File: config.mk
export PLATFORM = sky130hd
export DESIGN_NAME = activate_diff_pipe_reg_flat
export DESIGN_NICKNAME = d
export VERILOG_FILES = /design/src/rtl/activate_diff_pipe_reg_pkg.sv /design/src/rtl/activate_diff_pipe_reg_if.sv /design/src/rtl/activate_diff_pipe_reg_elastic_slot.sv /design/src/rtl/activate_diff_pipe_reg.sv /design/src/flat_wrapper.sv
export SDC_FILE = /design/constraint.sdc
export NUM_CORES = 1
export LEC_CHECK = 0
export BUFFER_PORTS_ARGS = -buffer_cell sky130_fd_sc_hd__buf_2
export CAP_MARGIN = 20
export CORE_ASPECT_RATIO = 0.6
export CORE_MARGIN = 5
export CORE_UTILIZATION = 50
export DETAILED_ROUTE_END_ITERATION = 12
export PLACE_DENSITY = 0.87
export SLEW_MARGIN = 20
export SYNTH_ARGS = -nofsm -noshare
export SYNTH_HDL_FRONTEND = slang
export SYNTH_SLANG_ARGS = --single-unit
File: constraint.sdc
create_clock -name clk -period 27.2 [get_ports clk]
set_input_delay 5.44 -clock clk [delete_from_list [all_inputs] [get_ports clk]]
set_output_delay 5.44 -clock clk [all_outputs]
set_load 0.01 [all_outputs]
File: src/rtl/activate_diff_pipe_reg_pkg.sv
// Shared payload definition for the activate->diff pipeline register.
// The packed struct fixes field order; pack/unpack convert it to and from a flat slot word.
package act_pipe_pkg;

  localparam int SIZE            = 3;
  localparam int DATA_SIZE       = 16;
  localparam int COST_TYPE_SIZE  = 8;
  localparam int DENSE_TYPE_SIZE = 4;
  localparam int VEC_W           = SIZE * DATA_SIZE;

  typedef struct packed {
    logic [VEC_W-1:0]           label;
    logic [COST_TYPE_SIZE-1:0]  cost_type;
    logic [DENSE_TYPE_SIZE-1:0] dense_type;
    logic                       backprop_cost;
    logic [VEC_W-1:0]           w;
    logic [VEC_W-1:0]           x;
    logic [31:0]                w_layer_index;
    logic [31:0]                w_row_index;
    logic                       is_update;
    logic [VEC_W-1:0]           z;
  } act_diff_payload_t;

  localparam int ACT_DIFF_PAYLOAD_W = $bits(act_diff_payload_t);

  function automatic logic [ACT_DIFF_PAYLOAD_W-1:0] pack_payload(input act_diff_payload_t p);
    return p;
  endfunction

  function automatic act_diff_payload_t unpack_payload(input logic [ACT_DIFF_PAYLOAD_W-1:0] b);
    return b;
  endfunction

endpackage

File: src/rtl/activate_diff_pipe_reg_if.sv
// Valid/ready bundle between the activation stage and the diff stage, including
// flush and occupancy; master is the surrounding logic, slave is the pipe register.
interface activate_diff_pipe_reg_if #(parameter int depth = 2);
  import act_pipe_pkg::*;

  localparam int CW = $clog2(depth + 1);

  logic                       flush;
  logic                       in_valid;
  logic                       in_ready;
  logic [VEC_W-1:0]           label;
  logic [COST_TYPE_SIZE-1:0]  cost_type;
  logic [DENSE_TYPE_SIZE-1:0] dense_type;
  logic                       backprop_cost;
  logic [VEC_W-1:0]           w;
  logic [VEC_W-1:0]           x;
  logic [31:0]                w_layer_index;
  logic [31:0]                w_row_index;
  logic                       is_update;
  logic [VEC_W-1:0]           z;

  logic                       out_valid;
  logic                       out_ready;
  logic [VEC_W-1:0]           label_out;
  logic [COST_TYPE_SIZE-1:0]  cost_type_out;
  logic [DENSE_TYPE_SIZE-1:0] dense_type_out;
  logic                       backprop_cost_out;
  logic [VEC_W-1:0]           w_out;
  logic [VEC_W-1:0]           x_out;
  logic [31:0]                w_layer_index_out;
  logic [31:0]                w_row_index_out;
  logic                       is_update_out;
  logic [VEC_W-1:0]           z_out;
  logic [CW-1:0]              count;

  modport master (
    output flush, in_valid, label, cost_type, dense_type, backprop_cost, w, x,
           w_layer_index, w_row_index, is_update, z, out_ready,
    input  in_ready, out_valid, label_out, cost_type_out, dense_type_out, backprop_cost_out,
           w_out, x_out, w_layer_index_out, w_row_index_out, is_update_out, z_out, count
  );

  modport slave (
    input  flush, in_valid, label, cost_type, dense_type, backprop_cost, w, x,
           w_layer_index, w_row_index, is_update, z, out_ready,
    output in_ready, out_valid, label_out, cost_type_out, dense_type_out, backprop_cost_out,
           w_out, x_out, w_layer_index_out, w_row_index_out, is_update_out, z_out, count
  );

endinterface

File: src/rtl/activate_diff_pipe_reg_elastic_slot.sv
// One stage of the elastic pipe: a valid bit plus a payload register that
// only changes on a transfer into the slot.
module elastic_slot #(parameter int W = 8) (
  input  logic         clk,
  input  logic         rst,
  input  logic         flush,
  input  logic         load,
  input  logic [W-1:0] d,
  input  logic         clear_valid,
  output logic [W-1:0] q,
  output logic         valid
);

  // Flush only drops the valid bit; stale payload is harmless once invalid.
  always_ff @(posedge clk or posedge rst) begin
    if (rst) begin
      valid <= 1'b0;
      q     <= '0;
    end else if (flush) begin
      valid <= 1'b0;
    end else begin
      if (load) q <= d;
      valid <= load | (valid & ~clear_valid);
    end
  end

endmodule

File: src/rtl/activate_diff_pipe_reg.sv
// Elastic DEPTH-slot valid/ready register for the activate->diff bundle with
// bubble collapse, flush and occupancy count.
module activate_diff_pipe_reg
  import act_pipe_pkg::*;
#(
  parameter int depth = 2
) (
  input  logic                      clk,
  input  logic                      rst,
  activate_diff_pipe_reg_if.slave   bus
);

  localparam int PW = ACT_DIFF_PAYLOAD_W;
  localparam int CW = $clog2(depth + 1);

  act_diff_payload_t in_pl;
  act_diff_payload_t out_pl;
  logic [PW-1:0]     slot_q [depth];
  logic [depth-1:0]  v;
  logic [depth-1:0]  adv;
  logic [depth-1:0]  load;
  logic              in_ready;
  logic              in_xfer;
  logic              out_xfer;
  logic [CW-1:0]     count;

  always_comb begin
    in_pl               = '0;
    in_pl.label         = bus.label;
    in_pl.cost_type     = bus.cost_type;
    in_pl.dense_type    = bus.dense_type;
    in_pl.backprop_cost = bus.backprop_cost;
    in_pl.w             = bus.w;
    in_pl.x             = bus.x;
    in_pl.w_layer_index = bus.w_layer_index;
    in_pl.w_row_index   = bus.w_row_index;
    in_pl.is_update     = bus.is_update;
    in_pl.z             = bus.z;
  end

  // Advance chain runs from the output back to slot 0 so a free slot anywhere
  // ahead lets everything behind it move up; flush freezes the whole chain.
  always_comb begin
    adv          = '0;
    adv[depth-1] = v[depth-1] & bus.out_ready & ~bus.flush;
    for (int k = depth - 2; k >= 0; k--) begin
      adv[k] = v[k] & (~v[k+1] | adv[k+1]) & ~bus.flush;
    end
  end

  assign in_ready = ~bus.flush & (~v[0] | adv[0]);
  assign in_xfer  = bus.in_valid & in_ready;
  assign out_xfer = adv[depth-1];

  always_comb begin
    load    = '0;
    load[0] = in_xfer;
    for (int k = 1; k < depth; k++) begin
      load[k] = adv[k-1];
    end
  end

  for (genvar k = 0; k < depth; k++) begin : g_slot
    logic [PW-1:0] d;
    if (k == 0) begin : g_head
      assign d = pack_payload(in_pl);
    end else begin : g_tail
      assign d = slot_q[k-1];
    end

    elastic_slot #(.W(PW)) u_slot (
      .clk         (clk),
      .rst         (rst),
      .flush       (bus.flush),
      .load        (load[k]),
      .d           (d),
      .clear_valid (adv[k]),
      .q           (slot_q[k]),
      .valid       (v[k])
    );
  end

  always_ff @(posedge clk or posedge rst) begin
    if (rst) begin
      count <= '0;
    end else if (bus.flush) begin
      count <= '0;
    end else if (in_xfer && !out_xfer) begin
      count <= count + CW'(1);
    end else if (!in_xfer && out_xfer) begin
      count <= count - CW'(1);
    end
  end

  assign out_pl = unpack_payload(slot_q[depth-1]);

  assign bus.in_ready          = in_ready;
  assign bus.out_valid         = v[depth-1];
  assign bus.count             = count;
  assign bus.label_out         = out_pl.label;
  assign bus.cost_type_out     = out_pl.cost_type;
  assign bus.dense_type_out    = out_pl.dense_type;
  assign bus.backprop_cost_out = out_pl.backprop_cost;
  assign bus.w_out             = out_pl.w;
  assign bus.x_out             = out_pl.x;
  assign bus.w_layer_index_out = out_pl.w_layer_index;
  assign bus.w_row_index_out   = out_pl.w_row_index;
  assign bus.is_update_out     = out_pl.is_update;
  assign bus.z_out             = out_pl.z;

endmodule

File: src/flat_wrapper.sv
// flat-port wrapper written by rule: the top's interface ports become plain ports
module activate_diff_pipe_reg_flat import act_pipe_pkg::*;
#(
  parameter int depth = 2
)
  (clk, rst, bus_flush, bus_in_valid, bus_label, bus_cost_type, bus_dense_type, bus_backprop_cost, bus_w, bus_x, bus_w_layer_index, bus_w_row_index, bus_is_update, bus_z, bus_out_ready, bus_in_ready, bus_out_valid, bus_label_out, bus_cost_type_out, bus_dense_type_out, bus_backprop_cost_out, bus_w_out, bus_x_out, bus_w_layer_index_out, bus_w_row_index_out, bus_is_update_out, bus_z_out, bus_count);
  activate_diff_pipe_reg_if #(.depth(depth)) bus_i ();
  input  logic clk;
  input  logic rst;
  input wire logic [$bits(bus_i.flush)-1:0] bus_flush;
  input wire logic [$bits(bus_i.in_valid)-1:0] bus_in_valid;
  input wire logic [$bits(bus_i.label)-1:0] bus_label;
  input wire logic [$bits(bus_i.cost_type)-1:0] bus_cost_type;
  input wire logic [$bits(bus_i.dense_type)-1:0] bus_dense_type;
  input wire logic [$bits(bus_i.backprop_cost)-1:0] bus_backprop_cost;
  input wire logic [$bits(bus_i.w)-1:0] bus_w;
  input wire logic [$bits(bus_i.x)-1:0] bus_x;
  input wire logic [$bits(bus_i.w_layer_index)-1:0] bus_w_layer_index;
  input wire logic [$bits(bus_i.w_row_index)-1:0] bus_w_row_index;
  input wire logic [$bits(bus_i.is_update)-1:0] bus_is_update;
  input wire logic [$bits(bus_i.z)-1:0] bus_z;
  input wire logic [$bits(bus_i.out_ready)-1:0] bus_out_ready;
  output wire logic [$bits(bus_i.in_ready)-1:0] bus_in_ready;
  output wire logic [$bits(bus_i.out_valid)-1:0] bus_out_valid;
  output wire logic [$bits(bus_i.label_out)-1:0] bus_label_out;
  output wire logic [$bits(bus_i.cost_type_out)-1:0] bus_cost_type_out;
  output wire logic [$bits(bus_i.dense_type_out)-1:0] bus_dense_type_out;
  output wire logic [$bits(bus_i.backprop_cost_out)-1:0] bus_backprop_cost_out;
  output wire logic [$bits(bus_i.w_out)-1:0] bus_w_out;
  output wire logic [$bits(bus_i.x_out)-1:0] bus_x_out;
  output wire logic [$bits(bus_i.w_layer_index_out)-1:0] bus_w_layer_index_out;
  output wire logic [$bits(bus_i.w_row_index_out)-1:0] bus_w_row_index_out;
  output wire logic [$bits(bus_i.is_update_out)-1:0] bus_is_update_out;
  output wire logic [$bits(bus_i.z_out)-1:0] bus_z_out;
  output wire logic [$bits(bus_i.count)-1:0] bus_count;
  assign bus_i.flush = bus_flush;
  assign bus_i.in_valid = bus_in_valid;
  assign bus_i.label = bus_label;
  assign bus_i.cost_type = bus_cost_type;
  assign bus_i.dense_type = bus_dense_type;
  assign bus_i.backprop_cost = bus_backprop_cost;
  assign bus_i.w = bus_w;
  assign bus_i.x = bus_x;
  assign bus_i.w_layer_index = bus_w_layer_index;
  assign bus_i.w_row_index = bus_w_row_index;
  assign bus_i.is_update = bus_is_update;
  assign bus_i.z = bus_z;
  assign bus_i.out_ready = bus_out_ready;
  assign bus_in_ready = bus_i.in_ready;
  assign bus_out_valid = bus_i.out_valid;
  assign bus_label_out = bus_i.label_out;
  assign bus_cost_type_out = bus_i.cost_type_out;
  assign bus_dense_type_out = bus_i.dense_type_out;
  assign bus_backprop_cost_out = bus_i.backprop_cost_out;
  assign bus_w_out = bus_i.w_out;
  assign bus_x_out = bus_i.x_out;
  assign bus_w_layer_index_out = bus_i.w_layer_index_out;
  assign bus_w_row_index_out = bus_i.w_row_index_out;
  assign bus_is_update_out = bus_i.is_update_out;
  assign bus_z_out = bus_i.z_out;
  assign bus_count = bus_i.count;
  activate_diff_pipe_reg #(.depth(depth)) u_core (.clk(clk), .rst(rst), .bus(bus_i));
endmodule
==> results <==
- The critical path in this run is classified as in2out.
- No sink is reached through more buffers than the 3 on the longest clock path.
- The post-route non-filler standard cell count is 2333.
- Of the cells placed in the final design, the portion with a size suffix greater than 1 is 56.2%.
- The instance area at placement is 24200 um^2.
- Relative to the synthesized area, the layout overhead comes to 22.7%.
- The xor and xnor area share after synthesis is 0%.
- The worst-case setup slack after placement is 15.72 ns.
- The distinct cell type count of the synthesized netlist is 24.
- The number of remaining DRC errors is 0.
- The flow ran to the end, and the final reports show no timing, DRC or antenna violations.
- The netlist area before placement is 21200 um^2.
- By instance count, the cell type seen most on the critical path is sky130_fd_sc_hd__buf_2.
- The via density per instance is 5.10.
- The clock-pin slew of the registers on the worst-case setup and hold paths is 0.06 ns.
- The initial cell density of the core is 50.5%.
- Summing internal, switching and leakage power gives 2.39 mW.
- Of all nets on the critical path, the largest fanout is 5.
- The initial antenna violation count came to 9.
- The number of H-tree branching levels is 2.
- The critical path goes through buf_2 -> nor2b_4 -> a21oi_1 -> buf_2.
- The maximum number of pins on one net before global-route repair is 143.
- The routed design could run at a clock period as short as 11.48 ns.
- Pin placement for this block handled 549 I/O pins.
- The fraction of the mapped netlist area in compound gates is 0.313%.
- The number of global-route vias before repair came to 13400.
- The number of placed instances with taps included is 2240.
- The static leakage is 12.4 nW.
- The floorplan step set the die height to 169 um.
- Summing all flip-flop and latch instances after layout gives 13600 um^2.
- At the end of the flow the core is filled with cells to 62.0%.
- In the synthesized netlist the async set-or-reset flop fraction comes to 100%.
- The count of input and output buffers is 548.
- The max-cap violation count is 0.
- The cell sitting at the root of the clock tree is a sky130_fd_sc_hd__clkbuf_16.
- The floorplan step defined a core boundary enclosing 41900 um^2.
- The worst slew slack as a fraction of its limit is 27.9%.
- STA puts the critical path data required time at 21.76 ns.
- After layout, the worst path uses 42.2% of the clock period.
- The mean instance size in the synthesized netlist is 18.1 um^2.
- STA classifies the critical path startpoint as an input port.
- The number of buffers inserted by hold repair at cts is 0.
- The per-cell routed wire length is 20.9 um.
- The number of setup violations in the final report is 0.
- The detailed-routing iteration count for the pre-antenna-repair pass is 4.
- The synthesized instance count is 1168.
- The class of the tightest hold or removal check is reg2reg.
- Final hold analysis gives a worst-case slack of 0.484 ns.
- Detailed routing inserted a total of 11900 vias.
- The accumulated negative setup slack is 0 ns.
- The highest cell delay on the worst timing path is 0.21 ns.
- The power density normalized to cell area is 91.9 nW/um^2.
- Of the total synthesized cell area, the portion taken by full adders, half adders and majority gates is 0%.
- The transition time at the pin with the least slew margin is 1.08 ns.
- The proportion of netlist area held by the largest area contributor is 64.3%.
- Across every metal layer, demand over resource in global routing totals 20.2%.
- The count of flip-flops with a built-in enable after synthesis is 0.
- The initial detailed-routing violation count is 566.
- Ranked by total cell area, the synthesized netlist is headed by sky130_fd_sc_hd__dfrtp_1, sky130_fd_sc_hd__mux2_4, sky130_fd_sc_hd__mux2_1, sky130_fd_sc_hd__mux2_2, sky130_fd_sc_hd__buf_4.
- Once the clock tree was built, the setup fixing pass inserted 0 buffers.
- The count of state elements after synthesis is 544.
- Derived from the worst setup path, the maximum achievable clock frequency is 87.1 MHz.
- The critical path arrival is 6.04 ns.
- The total wire length after detailed routing is 48800 um.
- TritonCTS built the clock tree.
- Setup repair after global routing left no endpoint under its margin.
- The library cell with the largest summed area after synthesis is sky130_fd_sc_hd__dfrtp_1.
- The number of inserted filler cells in the final layout is 2931.
- The final number of max-transition violations is 0.
- Among all flip-flop cells after synthesis, the most frequent one is sky130_fd_sc_hd__dfrtp_1.
- The number of CTS-inserted buffers is 48.
- The cell row count is 58.
- Of the total synthesized cell area, the portion taken by AND, OR, NAND and NOR gates is 0.420%.
- The cell with the most instances after synthesis is sky130_fd_sc_hd__dfrtp_1.
- The total congestion overflow is 0.
- Counting every sink on the clock net gives 544.
- The nature of the critical path endpoint is an output port.
- The routability-driven placement congestion ratio is 0.833.
- The post-layout instance area is 26000 um^2.
- The worst-case IR drop observed on VDD is 0.0628 mV.
- The clock latency of the later-clocked register in the worst-skew pair is 0.56 ns.
- The width of the chip is 276 um.
- The placed wire-length estimate after detailed placement is 33400 um.
- The die covers 46700 um^2.
- By count the netlist is led by sky130_fd_sc_hd__dfrtp_1, sky130_fd_sc_hd__mux2_1, sky130_fd_sc_hd__mux2_4, sky130_fd_sc_hd__mux2_2, sky130_fd_sc_hd__buf_4.
- During synthesis, Yosys emitted a total of 0 warnings.
- The number of nets in the layout is 1995.
- The share of the Yosys chip area taken by registers is 64.3%.
- Multiplexer cells account for 32.3% of the synthesized area.
- In the final layout, the multi-input gates occupy 7000 um^2.
- The number of nets in the synthesized netlist is 1443.
- The number of hold-slack violations in the final timing report is 0.
- The clock tree skew after final layout is 0.0113 ns.
- For this design, the slowest cell found on the critical path is sky130_fd_sc_hd__nor2b_4.
- After synthesis, the largest family of logic cells by area is multiplexers.
- Once detail routing completed, the nets flagged for antenna violations numbered 0.
- Once the clock tree was built, the resizer swapped 0 gates to a different size.
- The worst setup margin is 15.72 ns.
- The first global-routing pass estimated 75500 um of wire.
## flip-flops by register name, indices dropped and copies added (netlist names)
signal,cells
u_core.g_slot.u_slot.q,540
u_core.bus.count,2
u_core.g_slot.u_slot.valid,2
## cell usage in the layout (no fill, tap or decap)
master,netlist,routed
sky130_fd_sc_hd__a211oi_1,1,1
sky130_fd_sc_hd__a21boi_0,1,1
sky130_fd_sc_hd__a21oi_1,2,2
sky130_fd_sc_hd__a21oi_4,1,1
sky130_fd_sc_hd__a22oi_1,1,1
sky130_fd_sc_hd__and3b_1,2,2
sky130_fd_sc_hd__buf_2,15,548
sky130_fd_sc_hd__buf_4,21,11
sky130_fd_sc_hd__buf_6,14,3
sky130_fd_sc_hd__bufinv_16,0,9
sky130_fd_sc_hd__clkbuf_1,0,7
sky130_fd_sc_hd__clkbuf_16,0,49
sky130_fd_sc_hd__clkbuf_8,0,10
sky130_fd_sc_hd__clkinv_2,0,10
sky130_fd_sc_hd__dfrtp_1,544,544
sky130_fd_sc_hd__diode_2,0,4
sky130_fd_sc_hd__inv_1,2,1
sky130_fd_sc_hd__inv_6,0,2
sky130_fd_sc_hd__inv_8,0,3
sky130_fd_sc_hd__mux2_1,200,200
sky130_fd_sc_hd__mux2_2,141,141
sky130_fd_sc_hd__mux2_4,200,200
sky130_fd_sc_hd__nand2b_1,1,1
sky130_fd_sc_hd__nand3b_1,1,1
sky130_fd_sc_hd__nor2_1,3,3
sky130_fd_sc_hd__nor2b_1,2,2
sky130_fd_sc_hd__nor2b_4,1,1
sky130_fd_sc_hd__nor3b_1,1,1
sky130_fd_sc_hd__nor3b_4,0,1
sky130_fd_sc_hd__o211ai_1,1,1
sky130_fd_sc_hd__o21ai_0,2,2
## area by class of cell
cell class / count / share of cell area, %
multi-input cells: 562 / 27.0
diodes: 4 / 0.0386
inverters: 2 / 0.0578
clock inverters: 23 / 1.39
repair buffers: 562 / 11.0
well taps: 570 / 2.75
clock buffers: 66 / 5.35
flip-flops and latches: 544 / 52.4
## logic make-up (layout without fill, tap and decap cells)
family,count (synthesis),after routing
AOI/OAI and AO/OA,9,9
buffers and inverters,62,653
DFF,544,544
muxes,541,541
other,0,4
and+or+nand+nor,12,12
## critical path, delay by kind of cell
kind | cells | cell delay, ns
buf+inv | 2 | 0.28
simple gates | 1 | 0.21
compound gates | 1 | 0.10
## worst paths after layout
check / startpoint / to / slack, ns / cells past startpoint
max: bus_out_ready / bus_in_ready / 15.72 / 4
min: u_core.g_slot[0].u_slot.q[267] / u_core.g_slot[0].u_slot.q[267] / 0.48 / 1
max reg2reg: u_core.g_slot[1].u_slot.valid / u_core.g_slot[1].u_slot.q[79] / 23.00 / 6
min reg2reg: u_core.g_slot[0].u_slot.q[267] / u_core.g_slot[0].u_slot.q[267] / 0.48 / 1
max in group asynchronous: rst / u_core.g_slot[0].u_slot.q[250] / 19.92 / 4
min in group asynchronous: rst / u_core.g_slot[1].u_slot.q[168] / 5.09 / 2
## report_power, final
group,internal (mW),switching [mW],leakage (nW)
clock network,0.446,0.304,0.871
logic,0.292,0.231,5.10
registers,0.999,0.113,6.43
total,1.74,0.649,12.4
## routing by layer
layer	part of all wire (%)	vias up	GRT usage [%]
met5	0.12	-	0
met3	6.9	136	5.69
li1	-	5245	-
met4	3.6	12	6.74
met2	50	366	35.2
met1	39	6140	24.6
Power figures use the tool's default switching activity.
